### src/rtl/ps2_key_event_rx.sv
// PS/2 keyboard receiver: deserialises device-to-host frames, folds E0/F0
// prefixes into key events and buffers them in a show-ahead FIFO.
module ps2_key_event_rx #(
  parameter int FIFO_DEPTH  = 8,
  parameter int CNT_W       = 8,
  parameter int SYNC_STAGES = 2,
  parameter int TIMEOUT_CYC = 50000
) (
  input  logic             clk,
  input  logic             resetn,
  input  logic             ps2_clk,
  input  logic             ps2_data,
  input  logic             evt_ready,
  input  logic             clr_err,
  output logic             evt_valid,
  output logic [7:0]       evt_code,
  output logic             evt_ext,
  output logic             evt_brk,
  output logic             key_held,
  output logic [CNT_W-1:0] press_count,
  output logic             overflow,
  output logic             frame_err
);

  localparam int AW = $clog2(FIFO_DEPTH);
  localparam int CW = AW + 1;
  localparam int TW = $clog2(TIMEOUT_CYC + 1);

  typedef enum logic [1:0] {
    ST_IDLE    = 2'd0,
    ST_EXT     = 2'd1,
    ST_BRK     = 2'd2,
    ST_EXT_BRK = 2'd3
  } dec_state_e;

  logic [SYNC_STAGES-1:0] clk_sync_q;
  logic [SYNC_STAGES-1:0] data_sync_q;
  logic                   clk_prev_q;
  logic                   fall_s;

  logic [10:0]   shift_q, shift_d;
  logic [3:0]    bit_cnt_q, bit_cnt_d;
  logic          frame_rdy_q, frame_rdy_d;
  logic [TW-1:0] to_cnt_q, to_cnt_d;

  logic [7:0] byte_s;
  logic       frame_ok_s, good_s, bad_s;
  logic       is_e0_s, is_f0_s;
  logic       ext_s, brk_s, emit_s;
  logic [9:0] evt_word_s;
  logic [8:0] key_s;

  dec_state_e       state_q;
  logic [8:0]       held_key_q;
  logic             key_held_q;
  logic [CNT_W-1:0] press_q;

  logic [9:0]    mem_q [FIFO_DEPTH];
  logic [AW-1:0] wr_ptr_q, rd_ptr_q;
  logic [CW-1:0] cnt_q;
  logic          valid_s, full_s, pop_s, push_ok_s, drop_s;
  logic [9:0]    head_s;

  logic overflow_q, frame_err_q;

  // Synchronisers idle high so reset release never fakes a falling edge
  always_ff @(posedge clk or negedge resetn) begin
    if (!resetn) begin
      clk_sync_q  <= {SYNC_STAGES{1'b1}};
      data_sync_q <= {SYNC_STAGES{1'b1}};
      clk_prev_q  <= 1'b1;
    end else begin
      clk_sync_q  <= {clk_sync_q[SYNC_STAGES-2:0], ps2_clk};
      data_sync_q <= {data_sync_q[SYNC_STAGES-2:0], ps2_data};
      clk_prev_q  <= clk_sync_q[SYNC_STAGES-1];
    end
  end

  assign fall_s = clk_prev_q & ~clk_sync_q[SYNC_STAGES-1];

  // Bit capture, frame completion and inactivity timeout
  always_comb begin
    shift_d     = shift_q;
    bit_cnt_d   = bit_cnt_q;
    frame_rdy_d = 1'b0;
    to_cnt_d    = to_cnt_q;
    if (fall_s) begin
      shift_d  = {data_sync_q[SYNC_STAGES-1], shift_q[10:1]};
      to_cnt_d = '0;
      if (bit_cnt_q == 4'd10) begin
        bit_cnt_d   = 4'd0;
        frame_rdy_d = 1'b1;
      end else begin
        bit_cnt_d = bit_cnt_q + 4'd1;
      end
    end else if (bit_cnt_q != 4'd0) begin
      if (to_cnt_q >= TW'(TIMEOUT_CYC - 1)) begin
        bit_cnt_d = 4'd0;
        to_cnt_d  = '0;
      end else begin
        to_cnt_d = to_cnt_q + TW'(1);
      end
    end else begin
      to_cnt_d = '0;
    end
  end

  // Receiver state registers
  always_ff @(posedge clk or negedge resetn) begin
    if (!resetn) begin
      shift_q     <= 11'h000;
      bit_cnt_q   <= 4'd0;
      frame_rdy_q <= 1'b0;
      to_cnt_q    <= '0;
    end else begin
      shift_q     <= shift_d;
      bit_cnt_q   <= bit_cnt_d;
      frame_rdy_q <= frame_rdy_d;
      to_cnt_q    <= to_cnt_d;
    end
  end

  // Frame layout after 11 shifts: [0] start, [8:1] data, [9] parity, [10] stop
  assign byte_s     = shift_q[8:1];
  assign frame_ok_s = ~shift_q[0] & shift_q[10] & (^shift_q[9:1]);
  assign good_s     = frame_rdy_q & frame_ok_s;
  assign bad_s      = frame_rdy_q & ~frame_ok_s;
  assign is_e0_s    = (byte_s == 8'hE0);
  assign is_f0_s    = (byte_s == 8'hF0);
  assign ext_s      = (state_q == ST_EXT) || (state_q == ST_EXT_BRK);
  assign brk_s      = (state_q == ST_BRK) || (state_q == ST_EXT_BRK);
  // F0 is always a prefix; E0 is a prefix only before any F0 has been seen
  assign emit_s     = good_s & ~is_f0_s & ~(is_e0_s & ~brk_s);
  assign evt_word_s = {ext_s, brk_s, byte_s};
  assign key_s      = {ext_s, byte_s};

  // Prefix decoder
  always_ff @(posedge clk or negedge resetn) begin
    if (!resetn) begin
      state_q <= ST_IDLE;
    end else if (bad_s || emit_s) begin
      state_q <= ST_IDLE;
    end else if (good_s) begin
      case (state_q)
        ST_IDLE:    state_q <= is_f0_s ? ST_BRK : ST_EXT;
        ST_EXT:     state_q <= is_f0_s ? ST_EXT_BRK : ST_EXT;
        ST_BRK:     state_q <= ST_BRK;
        ST_EXT_BRK: state_q <= ST_EXT_BRK;
        default:    state_q <= ST_IDLE;
      endcase
    end else begin
      state_q <= state_q;
    end
  end

  // Held-key tracking and repeat-filtered press counter
  always_ff @(posedge clk or negedge resetn) begin
    if (!resetn) begin
      held_key_q <= 9'h000;
      key_held_q <= 1'b0;
      press_q    <= '0;
    end else if (emit_s && !brk_s) begin
      held_key_q <= key_s;
      key_held_q <= 1'b1;
      if (!key_held_q || (held_key_q != key_s)) begin
        press_q <= press_q + CNT_W'(1);
      end else begin
        press_q <= press_q;
      end
    end else if (emit_s && (held_key_q == key_s)) begin
      key_held_q <= 1'b0;
    end else begin
      key_held_q <= key_held_q;
    end
  end

  assign valid_s   = (cnt_q != CW'(0));
  assign full_s    = (cnt_q == CW'(FIFO_DEPTH));
  assign pop_s     = valid_s & evt_ready;
  assign push_ok_s = emit_s & (~full_s | pop_s);
  assign drop_s    = emit_s & full_s & ~pop_s;
  assign head_s    = mem_q[rd_ptr_q];

  // Event storage (contents are don't-care while the slot is empty)
  always_ff @(posedge clk) begin
    if (push_ok_s) begin
      mem_q[wr_ptr_q] <= evt_word_s;
    end
  end

  // FIFO pointers and occupancy
  always_ff @(posedge clk or negedge resetn) begin
    if (!resetn) begin
      wr_ptr_q <= '0;
      rd_ptr_q <= '0;
      cnt_q    <= '0;
    end else begin
      if (push_ok_s) begin
        wr_ptr_q <= wr_ptr_q + AW'(1);
      end
      if (pop_s) begin
        rd_ptr_q <= rd_ptr_q + AW'(1);
      end
      case ({push_ok_s, pop_s})
        2'b10:   cnt_q <= cnt_q + CW'(1);
        2'b01:   cnt_q <= cnt_q - CW'(1);
        default: cnt_q <= cnt_q;
      endcase
    end
  end

  // Sticky error flags; a new error beats a simultaneous clear
  always_ff @(posedge clk or negedge resetn) begin
    if (!resetn) begin
      overflow_q  <= 1'b0;
      frame_err_q <= 1'b0;
    end else begin
      if (drop_s) begin
        overflow_q <= 1'b1;
      end else if (clr_err) begin
        overflow_q <= 1'b0;
      end
      if (bad_s) begin
        frame_err_q <= 1'b1;
      end else if (clr_err) begin
        frame_err_q <= 1'b0;
      end
    end
  end

  assign evt_valid   = valid_s;
  assign evt_code    = valid_s ? head_s[7:0] : 8'h00;
  assign evt_brk     = valid_s & head_s[8];
  assign evt_ext     = valid_s & head_s[9];
  assign key_held    = key_held_q;
  assign press_count = press_q;
  assign overflow    = overflow_q;
  assign frame_err   = frame_err_q;

endmodule
### config.mk
export PLATFORM = sky130hd
export DESIGN_NAME = ps2_key_event_rx
export DESIGN_NICKNAME = d
export VERILOG_FILES = /design/src/rtl/ps2_key_event_rx.sv
export SDC_FILE = /design/constraint.sdc
export NUM_CORES = 1
export LEC_CHECK = 0
export ABC_AREA = 1
export ABC_CLOCK_PERIOD_IN_PS = 3100
export BUFFER_PORTS_ARGS = -buffer_cell sky130_fd_sc_hd__clkbuf_2
export CORE_UTILIZATION = 50
export CTS_CLUSTER_SIZE = 30
export DETAILED_ROUTE_END_ITERATION = 8
export GPL_TIMING_DRIVEN = 0
export PLACE_DENSITY = 0.7
export SLEW_MARGIN = 20
export SYNTH_ARGS = -nofsm -noshare
export SYNTH_HDL_FRONTEND = slang
export SYNTH_SLANG_ARGS = --single-unit
### constraint.sdc
create_clock -name clk -period 3.1 [get_ports clk]
set_clock_uncertainty 0.2 [all_clocks]
set_input_delay 0 -clock clk [delete_from_list [all_inputs] [get_ports clk]]
set_output_delay 0 -clock clk [all_outputs]
set_load 0.03 [all_outputs]
Word-level counts from Yosys, hierarchy flattened:

Memories as Yosys holds them, arrays and structs flattened.
Cells that the tools add are included.

* register bits after elaboration: 69
* latch bits: 0
* RAM bits: 80
* memory bits (read-only): 0
* input port bits: 6
* output and inout port bits: 22
* logic and storage cells: 103
* memories kept: 1

* $add $sub $neg: 7
* multipliers: 0
* div/mod/pow operators: 0
* magnitude comparators: 1
* equality and inequality tests: 11
* shift-type cells: 0
* mux-type cells: 23
* bitwise gates (word level): 23
* reductions and logical operators: 21

Memory list
* mem_q: words 8, width 10, rd ports 1, clocked after memory_dff 0, wr ports 1, line 58 `logic [9:0] mem_q [FIFO_DEPTH];`

Operator list (number)
* 16-bit two-way mux: 3
* 16-bit by 1-bit adder with 16-bit output (second input constant): 1
* 8-bit == test (second input constant): 2
* 16-bit >= comparator (second input constant): 1
* 4-bit two-way mux: 4
* 1-bit AND: 14
* 2-bit nonzero test: 7
* 9-bit == test: 1
* 1-bit two-way mux: 9
* 9-bit != test: 1
* 9-bit parity: 1
* 4-bit by 1-bit adder with 4-bit output (second input constant): 2
* 8-bit by 1-bit adder with 8-bit output (second input constant): 1
* 4-bit == test (second input constant): 2
* 2-bit two-way mux: 4
* 8-bit two-way mux: 1
* 1-bit NOT: 8
* 2-bit case mux with 4 select lines: 1
* 4-bit case mux with 2 select lines: 1
* 4-bit nonzero test: 2
* 3-bit by 1-bit adder with 3-bit output (second input constant): 2
* 2-bit == test (second input constant): 3
* 2-bit by 1-bit == test with 1-bit output (second input constant): 2
* 1-bit logical OR: 4
* other kinds (6): 9

Depth between registers and ports, before layout:

Gate-level depths: netlist of the first run.

* word-level depth: 9
* gate-level depth with buffers: 22
* depth with buffers taken out: 22

Worst setup path after synthesis of the first run:

No wires, ideal clock.

* path kind: register to register
* start: register shift_q[5]
* end: memory mem_q[4][0], enable pin
* library setup time: 376 ps
* arrival time: 2169 ps
* data required time: 2524 ps
* slack: 354 ps
* stages on the path, launching flop included: 9
* buffers on the path: 0
* period minus slack after synthesis: 2746 ps
* path through: dfrtp_1 inv_1 ha_1 xor2_1 nand3_1 nand2_2 nand4_2 or2_1 nor2_1

* cells in the longest elaborated chain, start to end: 8
* elaborated cells on any way between the ends: 13
* those cells by class: eq/ne (2); mux (2); bitwise (8); reduce/logical (1)

Ends and longest elaborated chain
* start, declared: line 41 `logic [10:0] shift_q, shift_d;`
* start signal, assigned: line 116 `shift_q <= shift_d;`
* 9-bit parity: line 125 `assign frame_ok_s = ~shift_q[0] & shift_q[10] & (^shift_q[9:1]);`
* 1-bit AND: line 125
* 1-bit AND: line 126 `assign good_s = frame_rdy_q & frame_ok_s;`
* 1-bit AND: line 133 `assign emit_s = good_s & ~is_f0_s & ~(is_e0_s & ~brk_s);`
* 1-bit AND *: line 133
* 1-bit AND *: line 180 `assign push_ok_s = emit_s & (~full_s | pop_s);`
* 1-bit two-way mux *: line 186 `if (push_ok_s) begin`
* 1-bit two-way mux (not written as such) *: line 187 `mem_q[wr_ptr_q] <= evt_word_s;`
* end, declared: line 58

Every way passes the cells marked *; elsewhere a longest branch is shown, timed or not.

Final worst setup path of the first run:

* start: register shift_q[5]
* end: memory mem_q[3][5], enable pin

Same word-level chain as after synthesis.

==> out/results.tsv, run 1 <==
stage	metric	value	unit
run_status	status	complete, no violations	
floorplanning	die_area	13600	sq um
setup_path	cp-start-kind	flip-flop	
sta	slew-limit-headroom	64.4	%
sta	tns	0	ns
clock_tree	cts.sinks	149	
global_route	grt_pass1_vias	4542	
yosys	yosysTopAreaCellShare	36.6	%
yosys	syn_area_per_cell	10.3	sq um
yosys	synth_warnings	0	
yosys	ys_seq_elements	149	
setup_path	critPathMaxStageDelay	0.54	ns
sta	hold_viol	0	
cells_and_area	final_cell_mix	93 x nand2_1, 83 x nor2_1, 80 x edfxtp_1, 61 x o21ai_0	
global_route	grt_max_degree	41	
yosys	syn_area	6560	sq um
routing	vias	4735	
sta	fmax	333	MHz
hold_path	hp-class	input pin to flip-flop	
routing	dr.pass1.iters	5	
global_route	overflow	0	
placed_design	place_inst	835	
power_and_ir_drop	p_per_area	843	nW/um^2
cells_and_area	fin_nets	714	
setup_path	end_kind	flip-flop	
hold_path	holdCritStartpoint	ps2_data	
setup_path	r2r-start	shift_q[5]$_DFFE_PN0P_	
global_route	grt_first_pass_wirelength	22.2	mm
placed_design	io_buffers	27	
placed_design	place_area	6930	sq um
global_route	grt_util_all_layers	22.2	%
setup_path	crit_required	2.98	ns
setup_path	setup.worst_path.class	flip-flop to flip-flop	
clock_tree	path_clk_slew	0.06	ns
sta	period_share	96.8	%
routing	drc	0	
routing	drt_iter0_drc	391	
yosys	yosysSeqAreaShare	63.0	%
placed_design	gp_routability_congestion	0.833	
clock_tree	root_buffer	clkbuf_16	
setup_path	crit_buf_inv	2	
clock_tree	clock_latency	0.42	ns
floorplanning	start_util	51.6	%
setup_path	r2r_setup_slack	0.1	ns
power_and_ir_drop	power	0.00656	W
routing	post_drt_wl_per_cell	16.1	um
clock_tree	clock_path_buffers	2	
setup_path	arrival	2.88	ns
sta	report.final.slew_viol_count	0	
power_and_ir_drop	p_leak	3.14	nW
cells_and_area	syn2layout_area_growth	18.6	%
floorplanning	num_io_pins	28	
global_route	grt_antenna_before_repair	0	
setup_path	crit_fanout	12	
routing	wirelength	14.1	mm
setup_path	cp-startpoint	shift_q[5]$_DFFE_PN0P_	
clock_tree	htreeDepth	4	
floorplanning	rows	41	
cells_and_area	final_cells	880	
cells_and_area	final_core_util	61.2	%
yosys	synth_nets	654	
setup_path	path_delay_family	simple AND/OR/NAND/NOR gates	
floorplanning	die_y	117	um
yosys	yosysTopAreaCell	edfxtp_1	
routing	vias_per_cell	5.38	
setup_path	crit_slowest_cell	dfrtp_2	
sta	setup_viol	0	
cells_and_area	layout_commonest_cell	nand2_1	
yosys	synth_cell_type_count	37	
yosys	synth_cells	635	
floorplanning	fp.dieW	117	um
cells_and_area	antennaDiodeCount	0	
clock_tree	cts_tree	done	
cells_and_area	drive_gt1_share	16.7	%
placed_design	hpwl	9.07	mm
clock_tree	numCtsBuffers	17	
power_and_ir_drop	peakVddDrop	587	uV
floorplanning	core	12700	sq um
yosys	ys_top_cells_by_area	edfxtp_1 37%, dfrtp_1 24%, nand2_1 5.3%	
setup_path	path_cells	inv_1 -> ha_1 -> xor2_1 -> nand3_1 -> nand2_2 -> nand4_2 -> inv_2 -> nand2_1 -> nor2_4	
routing	ant_nets	0	
sta	tightestPinTransition	0.533	ns
sta	fin_crit	3.00	ns
run	maxCapViolCount	0	
cells_and_area	design_area	7780	sq um
==> layer usage <==
layer	track usage (%)	vias to the layer above	wire length, um
met2	37.6	156	6930
li1	-	2260	-
met4	8.27	0	265
met1	28.3	2298	6210
met5	0	-	0
met3	4.67	21	739
==> cells in the mapped netlist, drive strengths merged <==
cell / n
xnor2: 6
o21ai: 87
dfrtp: 64
nand4: 7
or2: 3
buf: 3
edfxtp: 80
nand3b: 1
nand2: 97
clkbuf: 21
nor4: 2
a211oi: 1
a21oi: 6
xor2: 16
a31oi: 10
ha: 13
o22ai: 12
nand3: 25
inv: 65
nor2: 101
nor3: 6
o21bai: 1
and3: 2
dfstp: 5
o211ai: 1
==> cell families after synthesis <==
kind of cell    share of synthesized area (%)
fa+ha+maj                                2.48
compound gates                           9.71
buf+inv                                  5.28
simple gates                             16.5
flops                                    63.0
xor+xnor                                 2.94
==> power by group <==
| part | switching, W | internal, W | total [W] | leakage, nW |
|---|---|---|---|---|
| sequential | 0.000208 | 0.00229 | 0.00250 | 1.63 |
| clock | 0.000827 | 0.00127 | 0.00210 | 0.280 |
| combinational | 0.00135 | 0.000602 | 0.00196 | 1.23 |
| total | 0.00239 | 0.00417 | 0.00656 | 3.14 |
==> sequential cells by signal (all words and copies together) (netlist names), 2 cells and up <==
register / count
rd_ptr_q: 3
to_cnt_q: 16
data_sync_q: 2
cnt_q: 4
bit_cnt_q: 4
shift_q: 11
press_count: 8
state_q: 2
wr_ptr_q: 3
mem_q: 80
clk_sync_q: 2
held_key_q: 9
==> cell type report <==
class,count,area (sq um)
Fill cell,1016,4940
Sequential cell,149,4140
Multi-Input combinational cell,397,2140
Clock buffer,18,429
Timing Repair Buffer,41,333
Inverter,65,244
Tap cell,172,215
Clock inverter,14,176
Buffer,24,103
==> worst paths after layout <==
path	endpoint	depth (start not counted)
max	mem_q[3][5]$_DFFE_PP_	9
min	data_sync_q[0]$_DFF_PN1_	2
max reg2reg	mem_q[3][5]$_DFFE_PP_	9
min reg2reg	data_sync_q[1]$_DFF_PN1_	0
max in group asynchronous	clk_sync_q[1]$_DFF_PN1_	4
min in group asynchronous	press_count[5]$_DFFE_PN0P_	4
==> timing repair <==
| item | CTS | global route |
|---|---|---|
| buffers inserted | 0 | 6 |
| hold buffers | 7 | 0 |
| setup endpoints to repair | 81 | 81 |
| hold endpoints to repair | 78 | 0 |
| gates cloned | 0 | 0 |
| resized for setup | 13 | 10 |
| pin swaps | 0 | 5 |
==> stage by stage <==
stage                     hold slack [ns]  setup slack [ns]
after detailed placement           -0.204            -0.366
after floorplan                    -0.496             0.354
after global placement             -0.108            -0.336
after global routing               0.0133           -0.0130
after CTS                          0.0109           -0.0600
final                              0.0230            0.0993
Note: power is estimated with default switching activity, not from simulation.
==> run 2: changes to the inputs <==
- ABC_CLOCK_PERIOD_IN_PS: 3100 -> 3350
- CORE_MARGIN: not set -> 2
- clock period: 3.1 -> 3.35 ns (I/O delays scaled with it)
==> run 2 against run 1 <==
Against the previous run:
- first-iteration DRC count grew 15%
- hold slack lost 0.0017 ns
- combinational power shrank 8%
- register-to-register slack gained 0.09 ns
- final area shrank 1.2%
- power shrank 6.9%
- wire length shrank 2.5%
- count of clock-buffer cells in the layout grew 2
- sequential cell count is the same
- non-clock buffer count shrank 5
- clock power shrank 5%
- largest cell class unchanged
==> out/results.tsv, run 2 (synthesis results as in run 1) <==
stage	metric	value	unit	change
cells_and_area	num-fill-cells	1086		+6.9%
sta	fin_ws	0.192	ns	+0.0930 ns
hold_path	holdPathStages	2		unchanged
routing	vias	4702		-0.70%
floorplanning	die_y	119	um	+1.7%
setup_path	crit_slowest_cell	dfrtp_1		
global_route	grt_first_pass_wirelength	22.6	mm	+1.9%
placed_design	pre_cts_slack	-0.206	ns	+0.160 ns
routing	dr.pass1.iters	5		unchanged
setup_path	r2r-start	shift_q[4]$_DFFE_PN0P_		
floorplanning	core	12700	sq um	unchanged
placed_design	io_buffers	27		unchanged
sta	tightestPinTransition	0.597	ns	+0.0637 ns
clock_tree	path_clk_slew	0.06	ns	about the same
routing	vias_per_cell	5.37		-0.13%
hold_path	min_to	data_sync_q[0]$_DFF_PN1_		
sta	rsz0062_at_grt	false		
clock_tree	cts_tree	done		
setup_path	setup.worst_path.class	flip-flop to flip-flop		
cells_and_area	reg.largest.list	mem_q x80, to_cnt_q x16, shift_q x11		
floorplanning	die_area	14000	sq um	+3.5%
routing	wirelength	13.8	mm	-2.5%
sta	report.final.slew_viol_count	0		unchanged
cells_and_area	final_core_util	60.4	%	-0.73 points
floorplanning	fp.dieW	119	um	+1.7%
cells_and_area	multi_input_area	2120	sq um	-0.94%
hold_path	holdCritStartpoint	ps2_data		
setup_path	crit_required	3.20	ns	+0.22 ns
cells_and_area	drive_gt1_share	14.9	%	-1.7 points
cells_and_area	design_area	7690	sq um	-1.2%
clock_tree	clock_path_buffers	2		unchanged
setup_path	arrival	3.01	ns	+0.13 ns
routing	ant_nets	0		unchanged
routing	drt_iter0_drc	448		+15%
cells_and_area	antennaDiodeCount	0		unchanged
power_and_ir_drop	p_per_area	794	nW/um^2	-5.8%
cells_and_area	syn2layout_area_growth	17.2	%	
clock_tree	cts.sinks	149		unchanged
global_route	overflow	0		unchanged
placed_design	hpwl	9.08	mm	+0.10%
setup_path	r2r_end	mem_q[3][3]$_DFFE_PP_		
sta	fin_crit	3.16	ns	+0.157 ns
clock_tree	numCtsBuffers	17		unchanged
setup_path	r2r_setup_slack	0.19	ns	+0.09 ns
clock_tree	clock_latency	0.42	ns	about the same
cells_and_area	layout_commonest_cell	nand2_1		
sta	hold_viol	0		unchanged
routing	post_drt_wl_per_cell	15.7	um	-2.0%
cells_and_area	largest_reg_flops	80		unchanged
hold_path	hp-class	input pin to flip-flop		
setup_path	crit_fanout	11		-1
sta	period_share	94.3	%	-2.5 points
setup_path	cp.depth	9		unchanged
cells_and_area	fin_nets	709		-0.70%
floorplanning	start_util	51.6	%	unchanged
clock_tree	postCtsSetupBuffers	0		unchanged
setup_path	crit_buf_inv	2		unchanged
clock_tree	root_buffer	clkbuf_16		
global_route	grt_max_degree	34		-17%
placed_design	place_area	6930	sq um	unchanged
floorplanning	rows	41		unchanged
clock_tree	htreeDepth	4		unchanged
global_route	grt_antenna_before_repair	0		unchanged
sta	slew-limit-headroom	60.1	%	-4.3 points
cells_and_area	final_cell_mix	93 x nand2_1, 83 x nor2_1, 80 x edfxtp_1, 63 x dfrtp_1, 61 x o21ai_0		
sta	setup_viol	0		unchanged
global_route	grt_util_all_layers	20.8	%	-1.5 points
cells_and_area	top_register	mem_q		
setup_path	critPathMaxStageDelay	0.61	ns	+0.07 ns
power_and_ir_drop	peakVddDrop	548	uV	-6.6%
setup_path	reg2reg_depth	9		unchanged
sta	fmax	317	MHz	-5.0%
routing	drc	0		unchanged
floorplanning	num_io_pins	28		unchanged
power_and_ir_drop	power	0.00611	W	-6.9%
power_and_ir_drop	p_leak	3.13	nW	-0.28%
run	maxCapViolCount	0		unchanged
setup_path	path_delay_family	simple AND/OR/NAND/NOR gates		
placed_design	gp_routability_congestion	0.866		+4.0%
setup_path	end_kind	flip-flop		
setup_path	cp-start-kind	flip-flop		
global_route	grt_pass1_vias	4580		+0.84%
setup_path	path_cells	inv_1 -> ha_1 -> xor2_1 -> nand3_1 -> nand2_2 -> nand4_2 -> inv_2 -> nand2_1 -> nor2_2		
cells_and_area	regArea	4140	sq um	-0.18%
run_status	status	complete, no violations		
## run 2: worst max-delay path by stage
stage	start	to	slack, ns
2_1_floorplan	shift_q[5]$_DFFE_PN0P_	mem_q[4][0]$_DFFE_PP_	0.60
3_3_place_gp	shift_q[5]$_DFFE_PN0P_	mem_q[6][5]$_DFFE_PP_	-0.11
3_5_place_dp	shift_q[5]$_DFFE_PN0P_	mem_q[6][5]$_DFFE_PP_	-0.21
4_1_cts	shift_q[5]$_DFFE_PN0P_	mem_q[3][3]$_DFFE_PP_	-0.13
5_1_grt	shift_q[2]$_DFFE_PN0P_	mem_q[1][6]$_DFFE_PP_	0.007
6_report	shift_q[4]$_DFFE_PN0P_	mem_q[3][3]$_DFFE_PP_	0.19
## run 2: report_power, final
| part | internal (W) | switching [W] | total [W] |
|---|---|---|---|
| clock network | 0.00127 | 0.000726 | 0.00199 |
| logic | 0.000554 | 0.00125 | 0.00180 |
| registers | 0.00212 | 0.000191 | 0.00231 |
| total | 0.00394 | 0.00217 | 0.00611 |
## run 2: cell type report
type / count / share of cell area [%]
clock buffers: 20 / 5.81
flip-flops and latches: 149 / 53.8
repair buffers: 36 / 3.22
well taps: 172 / 2.80
inverters: 65 / 3.17
multi-input cells: 397 / 27.5
plain buffers: 24 / 1.33
clock inverters: 12 / 2.33
## run 2: per-layer routing
layer	wire [um]	global-route usage, %
met1	5910	27.6
met5	0	0
met4	364	9.00
met3	789	4.58
met2	6720	32.9
## run 2: timing repair
action                                 4_1_cts  5_1_grt
hold buffers                                 8        0
endpoints found under the hold margin       77        0
gates resized for setup                      5        8
setup endpoints to repair                   80       81
## run 2: stage by stage
stage          instances  TNS, ns  hold slack (ns)
2_1_floorplan        635        0           -0.496
3_5_place_dp         835    -7.75           -0.159
5_1_grt              875        0           0.0137
4_1_cts              875    -3.44           0.0129
6_report             875        0           0.0213
3_3_place_gp         834    -2.91           -0.108
